<file path="config.mk">
export PLATFORM = sky130hd
export DESIGN_NAME = hazard_scoreboard
export DESIGN_NICKNAME = d
export VERILOG_FILES = /design/src/rtl/hazard_scoreboard.sv
export SDC_FILE = /design/constraint.sdc
export NUM_CORES = 1
export LEC_CHECK = 0
export ABC_CLOCK_PERIOD_IN_PS = 3250
export CORE_ASPECT_RATIO = 0.75
export CORE_MARGIN = 4
export CORE_UTILIZATION = 40
export CTS_BUF_LIST = sky130_fd_sc_hd__clkbuf_16
export CTS_CLUSTER_DIAMETER = 120
export DETAILED_ROUTE_END_ITERATION = 16
export PLACE_DENSITY_LB_ADDON = 0.15
export SETUP_SLACK_MARGIN = 0.15
export SLEW_MARGIN = 15
export SYNTH_ARGS = -nofsm -noshare
export SYNTH_HDL_FRONTEND = slang
export SYNTH_SLANG_ARGS = --single-unit
</file>
<file path="constraint.sdc">
create_clock -name clk -period 3.25 [get_ports clk]
set_input_delay 0.65 -clock clk [delete_from_list [all_inputs] [get_ports clk]]
set_output_delay 0.65 -clock clk [all_outputs]
set_load 0.01 [all_outputs]
</file>
<file path="src/rtl/hazard_scoreboard.sv">
`default_nettype none
// ============================================================================
// Module   : hazard_scoreboard
// Purpose  : Per-register pending-write scoreboard raising ID-stage freeze on
//            RAW hazards or a full per-register counter, with a saturating
//            stall-cycle counter and a sticky retire-underflow error flag.
// Options  : WB_BYPASS_EN - a retiring write unblocks its readers in the same
//            cycle (write-through register file).
// Revision : 1.0 - initial release
// ============================================================================
module hazard_scoreboard #(
    parameter int REG_COUNT = 16,
    parameter int REG_W     = 4,
    parameter int DEPTH     = 2,
    parameter int STALL_W   = 16
) (
    input  logic               clk,
    input  logic               rst_n,
    input  logic               issue_valid,
    input  logic               issue_wb_en,
    input  logic [REG_W-1:0]   issue_dest,
    input  logic [REG_W-1:0]   src1,
    input  logic [REG_W-1:0]   src2,
    input  logic               two_src,
    input  logic               wb_valid,
    input  logic [REG_W-1:0]   wb_dest,
    input  logic               flush,
    output logic               freeze,
    output logic [STALL_W-1:0] stall_cycles,
    output logic               err
);

    localparam int              c_cw   = $clog2(DEPTH + 1);
    localparam logic [c_cw-1:0] c_full = c_cw'(DEPTH);
    localparam logic [c_cw-1:0] c_one  = c_cw'(1);

    logic [c_cw-1:0]      r_cnt [REG_COUNT];
    logic [STALL_W-1:0]   r_stall;
    logic                 r_err;

    logic [REG_COUNT-1:0] w_src1_sel;
    logic [REG_COUNT-1:0] w_src2_sel;
    logic [REG_COUNT-1:0] w_dest_sel;
    logic [REG_COUNT-1:0] w_wb_sel;
    logic [REG_COUNT-1:0] w_pend;
    logic [REG_COUNT-1:0] w_full;
    logic [REG_COUNT-1:0] w_inc;
    logic [REG_COUNT-1:0] w_dec;
    logic [REG_COUNT-1:0] w_err_hit;

    logic                 w_hit_src1;
    logic                 w_hit_src2;
    logic                 w_hit_full;
    logic                 w_freeze;
    logic                 w_accept;
    logic                 w_retire;

    // Only registers below REG_COUNT get decode bits, so out-of-range
    // indices never match, never count and never look pending.
    genvar g;
    generate
        for (g = 0; g < REG_COUNT; g++) begin : g_reg
            localparam logic [REG_W-1:0] c_idx = REG_W'(g);

            assign w_src1_sel[g] = (src1 == c_idx);
            assign w_src2_sel[g] = (src2 == c_idx);
            assign w_dest_sel[g] = (issue_dest == c_idx);
            assign w_wb_sel[g]   = (wb_dest == c_idx);

`ifdef WB_BYPASS_EN
            assign w_pend[g] = (r_cnt[g] != '0)
                             & ~(wb_valid & w_wb_sel[g] & (r_cnt[g] == c_one));
            assign w_full[g] = (r_cnt[g] == c_full) & ~(wb_valid & w_wb_sel[g]);
`else
            assign w_pend[g] = (r_cnt[g] != '0);
            assign w_full[g] = (r_cnt[g] == c_full);
`endif

            assign w_inc[g]     = w_accept & w_dest_sel[g];
            assign w_dec[g]     = w_retire & w_wb_sel[g];
            assign w_err_hit[g] = w_dec[g] & (r_cnt[g] == '0);

            // Issue and retire on the same register cancel; a retire on an
            // empty counter leaves it at zero and only raises err.
            always_ff @(posedge clk or negedge rst_n) begin
                if (!rst_n) begin
                    r_cnt[g] <= '0;
                end else if (flush) begin
                    r_cnt[g] <= '0;
                end else if (w_inc[g] && !w_dec[g]) begin
                    r_cnt[g] <= r_cnt[g] + c_one;
                end else if (w_dec[g] && !w_inc[g] && (r_cnt[g] != '0)) begin
                    r_cnt[g] <= r_cnt[g] - c_one;
                end
            end
        end
    endgenerate

    assign w_hit_src1 = |(w_pend & w_src1_sel);
    assign w_hit_src2 = two_src & (|(w_pend & w_src2_sel));
    assign w_hit_full = issue_wb_en & (|(w_full & w_dest_sel));

    assign w_freeze = rst_n & issue_valid & (w_hit_src1 | w_hit_src2 | w_hit_full);
    assign w_accept = issue_valid & issue_wb_en & ~w_freeze & ~flush;
    assign w_retire = wb_valid & ~flush;

    always_ff @(posedge clk or negedge rst_n) begin
        if (!rst_n) begin
            r_stall <= '0;
        end else if (w_freeze && (r_stall != {STALL_W{1'b1}})) begin
            r_stall <= r_stall + STALL_W'(1);
        end
    end

    always_ff @(posedge clk or negedge rst_n) begin
        if (!rst_n) begin
            r_err <= 1'b0;
        end else if (|w_err_hit) begin
            r_err <= 1'b1;
        end
    end

    assign freeze       = w_freeze;
    assign stall_cycles = r_stall;
    assign err          = r_err;

endmodule
`default_nettype wire
</file>
Yosys cells after proc, flatten, opt, wreduce, memory -nomap -nowiden
Index checks and enable logic that the tools add are counted.

word-level totals
  logic and storage cells = 376
  output and inout port bits = 18
  register bits after elaboration = 49

cells by class
  eq/ne operators = 77
  add/subtract/negate cells = 33
  bitwise gates (word level) = 63
  reductions and logical operators = 137
  muxes and demuxes = 48

operator list
  cell                                               number
  == test 4 bit (second input constant)              32
  two-way mux 2 bit                                  48
  == test 4 x 3 -> 1 bit (second input constant)     16
  OR reduction 16 bit                                4
  bitwise AND 1 bit                                  56
  logical AND 1 bit                                  49
  bitwise AND 16 bit                                 3
  nonzero test 3 bit                                 16
  adder 2 x 1 -> 2 bit (second input constant)       16
  == test 2 bit (second input constant)              16
  == test 4 x 2 -> 1 bit (second input constant)     8
  zero test 1 bit                                    32
  zero test 2 bit                                    16
  nonzero test 2 bit                                 16
  subtractor 2 x 1 -> 2 bit (second input constant)  16
  adder 16 x 1 -> 16 bit (second input constant)     1
  == test 4 x 1 -> 1 bit (second input constant)     4
  zero test 4 bit                                    4
  inequality test 16 bit (second input constant)     1
  NOT 1 bit                                          2
  bitwise OR 1 bit                                   2

Logic depth before layout (Yosys ltp)
  depth in word-level cells = 17
  gate-level depth with buffers = 11
  gate-level depth less buffers = 8

Least setup slack after synthesis
No wires, ideal clock.

  path type = input to output
  from = input src1[2]
  to = output freeze
  arrival time = 2,235 ps
  stages = 9
  path buffers = 3
  slack = 365 ps
  path through = buf_2 nor4b_1 nor3_1 nor4bb_1 nor4_4 o211a_4 inv_2 buf_4 buf_4

on the way
  word-level cells in the longest chain between the ends = 6
  elaborated cells between the ends (all ways) = 21
  classes of those cells = eq/ne: 15; bitwise: 4; reduce/logical: 2

RTL lines
  item                                            RTL line  text
  start, declared                                 22        input logic [REG_W-1:0] src1,
  == test 4 x 1 -> 1 bit (tied with other cells)  65        assign w_src1_sel[g] = (src1 == c_idx);
  bitwise AND 16 bit *                            99        assign w_hit_src1 = |(w_pend & w_src1_sel);
  OR reduction 16 bit *                           99
  bitwise OR 1 bit * (2 in series)                103       assign w_freeze = rst_n & issue_valid & (w_hit_src1 | w_hit_src2 | w_hit_full);
  bitwise AND 1 bit *                             103
  end, declared                                   28        output logic freeze,

Every way passes the cells marked *; elsewhere a longest branch is shown, timed or not.

Worst setup path in the final report
  from = input src1[3]
  to = output freeze

Same word-level chain as after synthesis.

==> impl_metrics.env <==
export IMPL_setup_ws_ns=0.199
export IMPL_place_congestion=0.973
export IMPL_ys_types=65
export IMPL_grtUsageTotal=0.231
export IMPL_r2r_start="r_cnt[15]"
export IMPL_p_leak_uw=0.00182
export IMPL_slew_headroom=0.502
export IMPL_grt_max_degree=28
export IMPL_die_y_um=92.8
export IMPL_required_ns=2.60
export IMPL_vias=4040
export IMPL_clk_latency_ns=0.30
export IMPL_power_density_nw_per_um2=318
export IMPL_portBuffers=40
export IMPL_ys_top_cells_by_count="nor2_1, dfrtp_1, nor3_1"
export IMPL_avgViaCountPerCell=5.99
export IMPL_ys_warn_count=0
export IMPL_critical_path_max_fanout=2
export IMPL_placed_cells=663
export IMPL_start_util=0.417
export IMPL_timing_fmax_ghz=0.328
export IMPL_dr_wl_met2_mm=5.36
export IMPL_cts_sinks=49
export IMPL_dp_hpwl_mm=9.75
export IMPL_worstSetupPathType="in -> out"
export IMPL_drv_cap=0
export IMPL_synth_seq_cells=49
export IMPL_finalHoldViolCount=0
export IMPL_fin_skew_ns=0.00666
export IMPL_start_kind="input port"
export IMPL_place_ws_ns=-0.415
export IMPL_core_um2=9200
export IMPL_reg2regPathDepth=10
export IMPL_yosysTopAreaCellShare=0.320
export IMPL_grt_overflow=0
export IMPL_fp_row_count=30
export IMPL_post_drt_wl_per_cell_um=18.9
export IMPL_drv_slew=0
export IMPL_fin_crit_sh=0.939
export IMPL_cp_arrival_ns=2.40
export IMPL_synth_edf_count=0
export IMPL_ys_seq_area_frac=0.320
export IMPL_ys_flop_type="dfrtp_1"
export IMPL_synth_most_common_cell="nor2_1"
export IMPL_finalWirelength_mm=12.8
export IMPL_fin_setup_tns_ns=0
export IMPL_clkTransAtPathRegs_ns=0.07
export IMPL_drtIter0Drc=455
export IMPL_status="complete, no violations"
export IMPL_synthTopCellsByArea="dfrtp_1, nor2_1, nor3_1, a21oi_1, nand3_1"
export IMPL_top_layer_used="met4"
export IMPL_area_growth_pct=26.5
export IMPL_rsz0062_at_grt="no"
export IMPL_worst_hold_path_type="in -> async"
export IMPL_nNetsFinal=569
export IMPL_antenna_found_initial=0
export IMPL_die_x_um=121
export IMPL_setup_violations_final=0
export IMPL_synth_area_um2=3830
export IMPL_synth_top_cell_by_area="dfrtp_1"
export IMPL_peakVddDrop_uv=238
export IMPL_io_pins=41
export IMPL_avgSynthCellArea_um2=8.15
export IMPL_ctsRootBufferMaster="clkbuf_16"
export IMPL_cts_tree="yes"
export IMPL_drc=0
export IMPL_r2r_end="stall_cycles[12]"
export IMPL_syn_instance_count=470
export IMPL_die_area_um2=11200
export IMPL_dpl_cell_area_um2=4620
export IMPL_drive_gt1_frac=0.187
export IMPL_cts_hold_buf=0
export IMPL_worst_pin_slew_ns=0.737
export IMPL_dr_pass1_iters=5
export IMPL_cp_end_kind="output pin"
export IMPL_cts_buffers_inserted=5
export IMPL_ys_async_sr_fraction=1.00
export IMPL_antennaDiodeCount=0
export IMPL_grt_pass1_vias=3840
export IMPL_period_needed_ns=3.05
export IMPL_synth_fp_nets=494
export IMPL_htreeDepth=2
export IMPL_regToRegSetupSlack_ns=0.43
export IMPL_postLayoutCellArea_um2=4850
export IMPL_wl_met1_mm=6.06
export IMPL_wl_met3_mm=1.17
export IMPL_postRouteAntennaNets=0
export IMPL_fin_cells=674
export IMPL_clk_path_buf_depth=2
export IMPL_grt_pass1_wl_mm=20.4
-- per-layer routing --
layer | vias to the layer above | GRT usage
met5 | - | 0
met1 | 1954 | 0.343
met2 | 143 | 0.320
met3 | 18 | 0.0702
li1 | 1925 | -
met4 | 0 | 0.0623
-- layout make-up --
| type | instances | area, um^2 |
|---|---|---|
| flip-flops and latches | 49 | 1230 |
| clock inverters | 3 | 17.5 |
| inverters | 17 | 63.8 |
| multi-input cells | 379 | 2480 |
| well taps | 128 | 160 |
| repair buffers | 93 | 776 |
| clock buffers | 5 | 125 |
| fillers | 866 | 4350 |
-- worst max-delay path: stages --
cell	delay [ns]
clkdlybuf4s50_1	0.43
or4_1	0.55
a21oi_2	0.17
nor4_4	0.07
o211a_4	0.26
inv_2	0.06
clkdlybuf4s15_2	0.21
-- report_power, final --
part           leakage (uW)  internal, uW  switching [uW]  total, uW
Clock             0.0000696           283             247        530
Combinational       0.00108           167             166        332
Sequential         0.000671           640            39.1        679
-- registers in the layout, summed over array words and instances, names as in the netlist --
| signal | cells |
|---|---|
| r_cnt | 32 |
| stall_cycles | 16 |
| err | 1 |
-- how the worst max path moves through the flow --
stage / from / end / slack, ns / cells past startpoint
after floorplan: src1[2] / freeze / 0.37 / 9
after global placement: src1[2] / freeze / -0.34 / 9
after detailed placement: issue_dest[0] / freeze / -0.42 / 9
after CTS: src1[2] / freeze / 0.21 / 9
after global routing: src1[3] / freeze / 0.14 / 7
final: src1[3] / freeze / 0.20 / 7
-- per-stage QoR --
step	power (uW)	hold WS, ns	utilization
global placement	1010	0.481	0.502
floorplan	839	0.354	-
finish	1540	0.398	0.527
CTS	1550	0.429	0.523
detailed placement	1020	0.488	0.502
global route	1610	0.440	0.527
-- cells by family (layout without fill, tap and decap cells) --
kind of cell / Yosys count / in the layout / synth area share
fa+ha+maj: 1 / 1 / 0.00327
flops: 49 / 49 / 0.320
mux: 9 / 9 / 0.0323
simple gates: 247 / 247 / 0.361
buf+inv: 42 / 118 / 0.0539
compound gates: 109 / 109 / 0.200
xor+xnor: 13 / 13 / 0.0297
-- timing repair --
| item | CTS | global route |
|---|---|---|
| pin swaps | 4 | 4 |
| setup endpoints to repair | 25 | 4 |
| resized for setup | 23 | 12 |
| endpoints found under the hold margin | 0 | 0 |
| buffers inserted | 1 | 2 |
-- cells in the final DEF (no fill, tap or decap), types with 6 or more instances in the layout --
| master | count |
|---|---|
| xnor2_1 | 13 |
| nor4_1 | 15 |
| nor3_1 | 35 |
| nor2b_1 | 9 |
| and3_1 | 6 |
| dfrtp_1 | 49 |
| a211oi_1 | 6 |
| and2_1 | 13 |
| nand2_1 | 30 |
| o21ai_0 | 19 |
| a311oi_1 | 9 |
| dlygate4sd2_1 | 6 |
| mux2_2 | 7 |
| nor2_1 | 55 |
| a21oi_1 | 28 |
| nand4_1 | 8 |
| inv_1 | 16 |
| nand3_1 | 23 |
| buf_4 | 52 |
| clkdlybuf4s50_1 | 29 |
| o31a_1 | 8 |
| nand3b_1 | 8 |
Note: power is estimated with default switching activity, not from simulation.
